**config.mk**
```make
export PLATFORM = sky130hd
export DESIGN_NAME = darkroom_sensor_hub
export DESIGN_NICKNAME = d
export VERILOG_FILES = /design/src/rtl/darkroom_sensor_hub.sv
export SDC_FILE = /design/constraint.sdc
export NUM_CORES = 2
export LEC_CHECK = 0
export CELL_PAD_IN_SITES_DETAIL_PLACEMENT = 0
export CELL_PAD_IN_SITES_GLOBAL_PLACEMENT = 1
export CORE_UTILIZATION = 50
export CTS_BUF_LIST = sky130_fd_sc_hd__clkbuf_4 sky130_fd_sc_hd__clkbuf_8
export DETAILED_ROUTE_END_ITERATION = 8
export HOLD_SLACK_MARGIN = 0.03
export PLACE_DENSITY = 0.74
export SLEW_MARGIN = 20
export SYNTH_ARGS = -nofsm -noshare
export SYNTH_HDL_FRONTEND = slang
export SYNTH_SLANG_ARGS = --single-unit
```
**constraint.sdc**
```tcl
create_clock -name clock -period 18.57 [get_ports clock]
set_input_delay 5.571 -clock clock [delete_from_list [all_inputs] [get_ports clock]]
set_output_delay 5.571 -clock clock [all_outputs]
set_load 0.1 [all_outputs]
```
**src/rtl/darkroom_sensor_hub.sv**
```systemverilog
// darkroom_sensor_hub: multi-channel lighthouse pulse capture into a shared FIFO drained over Avalon-MM
module darkroom_sensor_hub #(
    parameter int NUM_SENSORS = 16,
    parameter int FIFO_DEPTH  = 64,
    parameter int MIN_PULSE   = 2,
    parameter int MAX_WIDTH   = 511
) (
    input  logic                   clock,
    input  logic                   reset,
    input  logic [2:0]             address,
    input  logic                   write,
    input  logic [31:0]            writedata,
    input  logic                   read,
    output logic [31:0]            readdata,
    output logic                   waitrequest,
    input  logic [NUM_SENSORS-1:0] sensor_signal_i,
    input  logic [31:0]            timer,
    output logic                   irq
);
    localparam int AW = $clog2(FIFO_DEPTH);
    localparam int PW = NUM_SENSORS > 1 ? $clog2(NUM_SENSORS) : 1;
    localparam logic [31:0] FILLER = 32'hDEAD_BEEF;

    logic [NUM_SENSORS-1:0] s1, s2, s3, active, en, en_n, pend, ovr, set_ovr, done, rise, fall, clr;
    logic [31:0]            rise_ts [NUM_SENSORS];
    logic [31:0]            width   [NUM_SENSORS];
    logic [26:0]            pend_w  [NUM_SENSORS];
    logic [31:0]            mem     [FIFO_DEPTH];
    logic [AW-1:0]          wp, rp;
    logic [AW:0]            cnt;
    logic [PW-1:0]          rr, gnt;
    logic                   gv, push, pop, full, empty;
    int                     idx;
    logic                   unused;

    assign waitrequest = 1'b0;
    assign unused      = ^writedata;
    assign full        = cnt == (AW+1)'(FIFO_DEPTH);
    assign empty       = cnt == '0;

    // edge detection, pulse qualification and overrun detection per channel
    always_comb begin
        rise    = s2 & ~s3;
        fall    = ~s2 & s3;
        en_n    = (write && address == 3'd2) ? writedata[NUM_SENSORS-1:0] : en;
        done    = '0;
        for (int i = 0; i < NUM_SENSORS; i++) begin
            width[i] = timer - rise_ts[i];
            done[i]  = fall[i] && active[i] && en_n[i] && width[i] >= 32'(MIN_PULSE);
        end
        set_ovr = done & pend;
    end

    // round-robin pick of the first pending channel at or after rr, and FIFO push/pop decisions
    always_comb begin
        gv  = 1'b0;
        gnt = rr;
        idx = 0;
        for (int i = 0; i < NUM_SENSORS; i++) begin
            idx = int'(rr) + i;
            idx = idx >= NUM_SENSORS ? idx - NUM_SENSORS : idx;
            if (!gv && pend[idx]) begin
                gv  = 1'b1;
                gnt = PW'(idx);
            end
        end
        pop  = read && address == 3'd1 && !empty;
        push = gv && (!full || pop);
        clr  = push ? NUM_SENSORS'(1) << gnt : '0;
    end

    // control state: synchronisers, pulse tracking, pending/overrun flags, mask and arbiter pointer
    always_ff @(posedge clock) begin
        if (reset) begin
            s1     <= '0;
            s2     <= '0;
            s3     <= '0;
            active <= '0;
            pend   <= '0;
            ovr    <= '0;
            en     <= '1;
            rr     <= '0;
        end else begin
            s1     <= sensor_signal_i;
            s2     <= s1;
            s3     <= s2;
            en     <= en_n;
            active <= (active | rise) & ~fall & en_n;
            pend   <= (pend & ~clr) | (done & ~pend);
            ovr    <= (ovr & ~((write && address == 3'd3) ? writedata[NUM_SENSORS-1:0] : '0)) | set_ovr;
            if (push) rr <= int'(gnt) == NUM_SENSORS - 1 ? '0 : gnt + 1'b1;
        end
    end

    // datapath storage: rise timestamps, pending words and FIFO memory need no reset
    always_ff @(posedge clock) begin
        for (int i = 0; i < NUM_SENSORS; i++) begin
            if (rise[i]) rise_ts[i] <= timer;
            if (done[i] && !pend[i]) pend_w[i] <= {width[i] > 32'(MAX_WIDTH) ? 9'(MAX_WIDTH) : width[i][8:0], rise_ts[i][17:0]};
        end
        if (push) mem[wp] <= {5'(gnt), pend_w[gnt]};
    end

    // FIFO pointers, fill count and registered not-empty interrupt
    always_ff @(posedge clock) begin
        if (reset) begin
            wp  <= '0;
            rp  <= '0;
            cnt <= '0;
            irq <= 1'b0;
        end else begin
            if (push) wp <= wp + 1'b1;
            if (pop) rp <= rp + 1'b1;
            cnt <= cnt + (AW+1)'(push) - (AW+1)'(pop);
            irq <= cnt != '0;
        end
    end

    // register read mux, combinational on address
    always_comb begin
        readdata = address == 3'd0 ? {16'(cnt), 14'b0, full, empty} :
                   address == 3'd1 ? (empty ? FILLER : mem[rp]) :
                   address == 3'd2 ? 32'(en) :
                   address == 3'd3 ? 32'(ovr) :
                   address == 3'd4 ? {16'(FIFO_DEPTH), 16'(NUM_SENSORS)} : FILLER;
    end
endmodule

```
; ---- Word-level counts from Yosys, hierarchy flattened
; Memory sizes are Yosys's and may differ from the RTL's. A register that Yosys moved wholly into a read port is not among the register bits.
; Cells that the tools add are included.
[word_totals]
out_inout_bits = 34
ramBits = 2928
input_bits = 87
mem_count = 3
word_cells = 466
regBits = 136
[memory_table]
columns = name, words, word_bits, read_ports, rd_ports_with_merged_regs, wr, line
row1 = mem, 64, 31, 1, 1, 1, 28  ; logic [31:0] mem [FIFO_DEPTH];
row2 = rise_ts, 16, 32, 16, 0, 16, 25  ; logic [31:0] rise_ts [NUM_SENSORS];
row3 = pend_w, 16, 27, 1, 0, 16, 27  ; logic [26:0] pend_w [NUM_SENSORS];
[classes]
mux = 190
n_reduce_logical = 121
add_sub_neg = 52
eq_ne = 6
n_lt_le_gt_ge = 64
n_shift = 1
n_bitwise = 17
[ops]
columns = cell, n
row1 = two-way mux 32 bit, 22
row2 = greater-or-equal comparator 32 x 2 -> 1 bit (second input constant), 16
row3 = greater-than comparator 32 x 9 -> 1 bit (second input constant), 16
row4 = less-than comparator 32 x 6 -> 1 bit (second input constant), 16
row5 = subtractor 32 bit, 16
row6 = two-way mux 9 bit, 16
row7 = AND 16 bit, 8
row8 = two-way mux 1 bit, 114
row9 = NOT 16 bit, 6
row10 = subtractor 5 x 5 -> 6 bit (second input constant), 15
row11 = logical AND 1 bit, 84
row12 = greater-or-equal comparator 5 bit (second input constant), 15
row13 = two-way mux 4 bit, 17
row14 = binary-select mux 1 bit (select 4 bit), 16
row15 = two-way mux 16 bit, 3
row16 = bitwise OR 16 bit, 3
row17 = adder 4 x 4 -> 5 bit (second input constant), 8
row18 = zero test 1 bit, 33
row19 = adder 4 x 3 -> 5 bit (second input constant), 4
row20 = << shifter 1 x 4 -> 16 bit (first input constant), 1
row21 = adder 6 x 1 -> 6 bit (second input constant), 2
row22 = two-way mux 6 bit, 2
row23 = adder 4 x 2 -> 5 bit (second input constant), 2
row24 = adder 7 x 1 -> 7 bit, 1
row25 = other kinds (14), 15

; ---- Longest topological paths before layout
[depth]
word_depth = 56
mapped_depth = 25
ltp_nobuf = 19

; ---- Worst setup path before layout
; Ideal clock, no wire load.
[synth_path]
path_kind = in2out
startpoint = input port address[0]
endpoint = output port readdata[1]
arrival_ns = 8.617
slack_ns = 4.382
n_path_buf = 2
t_required_ns = 12.999
cell_stages = 6
cell_sequence = clkbuf_1 nand2b_1 or3_1 buf_1 nor2_1 a311oi_1
[synth_between]
elab_chain_len = 6
elab_cells_between_ends = 10
classes_between = eq/ne (4) / mux (5) / reduce/logical (1)
[synth_rtl]
columns = item, line
row1 = "start, declared", 10  ; input logic [2:0] address,
row2 = == test 3 bit, 125  ; address == 3'd4 ? {16'(FIFO_DEPTH), 16'(NUM_SENSORS)} : FILLER;
row3 = two-way mux 32 bit, 125
row4 = two-way mux 32 bit, 124  ; address == 3'd3 ? 32'(ovr) :
row5 = two-way mux 32 bit, 123  ; address == 3'd2 ? 32'(en) :
row6 = two-way mux 32 bit, 122  ; address == 3'd1 ? (empty ? FILLER : mem[rp]) :
row7 = two-way mux 32 bit *, 121  ; readdata = address == 3'd0 ? {16'(cnt), 14'b0, full, empty} :
row8 = "end, declared", 14  ; output logic [31:0] readdata,
; Every way passes the cells marked *; elsewhere a longest branch is shown, timed or not.

; ---- Worst setup path in the final report
; Same ends and word-level chain as after synthesis.

==> run summary <==
The logs give 0.163 mm2 for the finished layout cell area and 0 for the buffer count from post-CTS setup fixing. The number of enable-type register cells in the synthesized netlist works out to 2928. The capture point of the worst reg-to-reg path was mem[59][16]$_DFFE_PP_. In this run the tightest slew margin relative to its limit is 20.8%. In the final routed layout, each cell accounts on average for 28.0 um.

The number of port buffers is 103, and the total area of sequential cells is 0.0908 mm2. The tools report the fraction of the yosys area taken by sequential cells as 62.4%. In this run switching power makes up 29.1% of total power. Pin placement for this block handled 121 I/O pins. Setup violations remaining at the end of the flow were counted as 0. After global routing the overflow that remains totals 0. Before antenna repair, the detailed router went through 6 iterations. Of all nets on the critical path, the largest fanout is 18. After detailed routing, the number of remaining DRC violations is 0. Along the worst hold path, the cell count comes to 0.

Across every metal layer, demand over resource in global routing totals 28.4%. The flip-flop cell with the highest count after synthesis is edfxtp_1. The path with the worst hold slack has its endpoint at pend_w[0][4]$_DFFE_PP_. For this design, the sink count on the clock tree is 3070.

The final worst clock skew was 0.104 ns. The clock period could shrink to 14.89 ns. The run finished with clean final reports.

In the synthesized netlist the async set-or-reset flop fraction comes to 0%. The detail route stage leaves a number of antenna-violating nets equal to 0. For this run, the top clock speed supported by timing is 67.1 MHz. In this run, CTS created clock tree buffers numbering 520. The worst register-to-register path has a setup slack of 10.09 ns. Synthesis produced 10200 cells. For this design the total switching power over the nets is 5.15 mW. Combinational cells account for 17.2% of the total power.

For this block, the routed nets add up to 420000 um of wire. Summing all multi-input logic gate instances after layout gives 0.0511 mm2. Relative to the synthesized area, the layout overhead comes to 11.8%. Once the floorplan was initialized, standard cells occupied 50.4% of the core. In this run the vertical extent of the chip is 541 um.

The worst hold path begins at rise_ts[0][4]$_DFFE_PP_. The logs give 0 for the number of maximum-capacitance violations and 9.32 ns for the worst path arrival time. The fraction of final layout cells with drive strength greater than 1 came out at 18.1%. Adding up every negative setup slack in the final design gives 0 ns.

The run gives 0 as the number of gates given a new drive strength after cts. The period utilization was 80.2%; the area after detailed placement was 0.152 mm2. The worst setup path is of the in -> out kind. For the Yosys warning count, the log shows 0.

After the last flow step, the layout net total stands at 11300. Clock-pin slew was measured on the worst setup and hold paths at 0.06 ns. The worst register-to-register path begins at rr[1]$_SDFFE_PP0P_. The final count of pins violating max slew is 0, and the total of hold buffers inserted after clock tree synthesis is 0. The insertion delay to the later sink of the worst-skew pair was 1.20 ns. The kind of launch point of the worst setup path is an input port.

The synthesized area divided by synthesized cell count came out at 14.2 um2. STA puts the critical path data required time at 13.00 ns. The longest clock path from root to sink contains 4 buffers. Static leakage: 56.5 nW.

In the routed layout, each cell is associated on average with a via count of 6.14. The number of global-route vias before repair was 90100. Entering global routing, the biggest net connects 118 pins.

The area enclosed by the die boundary is 0.293 mm2, and the final estimated routing congestion in global placement is 0.954. Setup repair after global routing left no endpoint under its margin. Detailed placement ended at an HPWL of 273000 um.

The actual transition at the worst max-transition pin is 1.16 ns, and the standard-cell row count is 197. Total power draw: 17.7 mW. Path depth of the worst reg2reg path: 20. The final hold violation count was 0.

The clock network fraction of total power was 33.9%. The element type at the critical path end is an output pin. The initial DRC count is 9931. The path type of the worst min-delay path is reg -> reg.

The total via count after detailed routing was 92100. The first global-routing pass estimated 607000 um of wire. For the net count after synthesis, the log shows 10800.

The number of fill cells is 23000. The die is 541 um wide. Synthesis inferred 3070 register bits. The H-tree was split into 6 levels. Cell internal power was estimated by the tool at 12.6 mW. The logs give 0.289 mm2 for the placeable core region and 0.000117 V for the maximum ir drop on the vdd rail. The initial antenna violation count came out at 17.

The cell area that synthesis handed to floorplanning was 0.145 mm2. The power density normalized to cell area was 109 mW/mm2. TritonCTS built the clock tree. The tree is rooted in a clkbuf_8. The netlist uses 111 different library cells. Of the total power, registers draw 48.8%.
==> power groups by stage <==
stage                     registers, mW  logic, mW  clock network, mW
after floorplan                    8.86       1.80                  0
after global placement             8.78       2.92                  0
after detailed placement           8.78       3.02                  0
after CTS                          8.64       3.02               6.11
after global routing               8.65       3.27               6.40
final                              8.64       3.05               6.01
==> worst max-delay path by stage <==
stage                    start           to  slack, ns
floorplan           address[0]  readdata[1]       4.38
global placement    address[0]  readdata[1]       3.71
detailed placement  address[0]  readdata[1]       3.70
CTS                 address[0]  readdata[1]       3.67
global route        address[0]  readdata[1]       3.56
finish              address[0]  readdata[1]       3.68
==> layout by cell type, fill, tap and decap left out, types with 33 or more instances in the layout <==
cell             count
edfxtp_1          2928
nand2_1            887
inv_1              735
mux4_2             684
clkbuf_8           539
ha_1               519
a21oi_1            483
nand3_1            452
nor2_1             412
o21ai_0            327
buf_4              238
clkbuf_4           171
a21o_1             162
nand2b_1           142
dfxtp_1            136
xnor2_1            132
nor3_1             132
nor2b_1            127
xor2_1             115
nand4_1             99
mux2i_1             95
clkinv_1            92
o21a_1              79
clkdlybuf4s50_1     71
a211oi_1            69
nor2_4              66
o21bai_1            62
or3_1               59
nor4_1              56
a31oi_1             51
and3_1              49
clkinv_2            47
nand3b_1            42
o211ai_1            40
a2111oi_0           39
o22ai_1             38
and2_1              33
==> worst max-delay path, cell delays in order <==
cell and delay [ns]:
clkdlybuf4s50_1 0.75, nand2b_1 0.37, or3_1 0.85, nor2_1 0.12
a311oi_1 0.43, clkdlybuf4s50_1 1.22
==> cell families after synthesis <==
logic type,share of synthesized area (%)
flip-flops,62.4
AND/OR/NAND/NOR,9.31
AO/OA/AOI/OAI,7.56
buffers and inverters,2.96
multiplexers,11.4
adder cells (fa/ha/maj),4.81
XOR/XNOR,1.51
other,0.00258
==> through the flow <==
step                hold WS [ns]  cells  worst slack, ns  utilization [%]
floorplan                  0.414  10200             4.38                -
global placement           0.427  14100             3.71             52.8
detailed placement         0.426  14100             3.70             52.8
CTS                        0.418  15000             3.67             56.3
global route               0.434  15000             3.56             56.3
finish                     0.424  15000             3.68             56.3
==> synthesized netlist by cell type, drive strengths merged, types with 116 or more instances <==
master  count  area (um2)
nand2     887        3330
a21oi     486        2440
nor2b     145         907
nand2b    142         888
clkbuf    224         842
nor2      482        1830
nor3      136         697
ha        519        6490
xnor2     133        1170
buf       137         679
xor2      116        1020
inv       740        2780
o21ai     332        1660
a21o      162        1220
nand3     462        2360
edfxtp   2928       87900
dfxtp     142        2840
mux4      684       15400
==> final cells by class <==
type / count / area share (%)
timing repair buffer: 352 / 1.78
multi-input combinational: 6039 / 31.4
clock buffer: 710 / 5.35
inverter: 742 / 1.72
antenna: 6 / 0.00924
sequential: 3070 / 55.8
clock inverter: 196 / 0.885
tap: 3880 / 2.99
==> sequential cells by signal, summed over array words and instances, names as in the netlist, named ones only <==
register and flops:
en 16, rp 6, active 16, pend 16, s3 16, cnt 7, wp 6, mem 1984
pend_w 432, rise_ts 512, ovr 16, s1 16, s2 16, rr 4, irq 1
==> routing by layer <==
metal	vias to the layer above	track usage (%)	routed length (um)
li1	40600	-	-
met1	46900	37.7	168000
met5	-	0	13
met2	3841	46.7	202000
met4	2	12.7	20000
met3	750	3.72	30200
No activity file was read; power rests on OpenSTA's default activity.
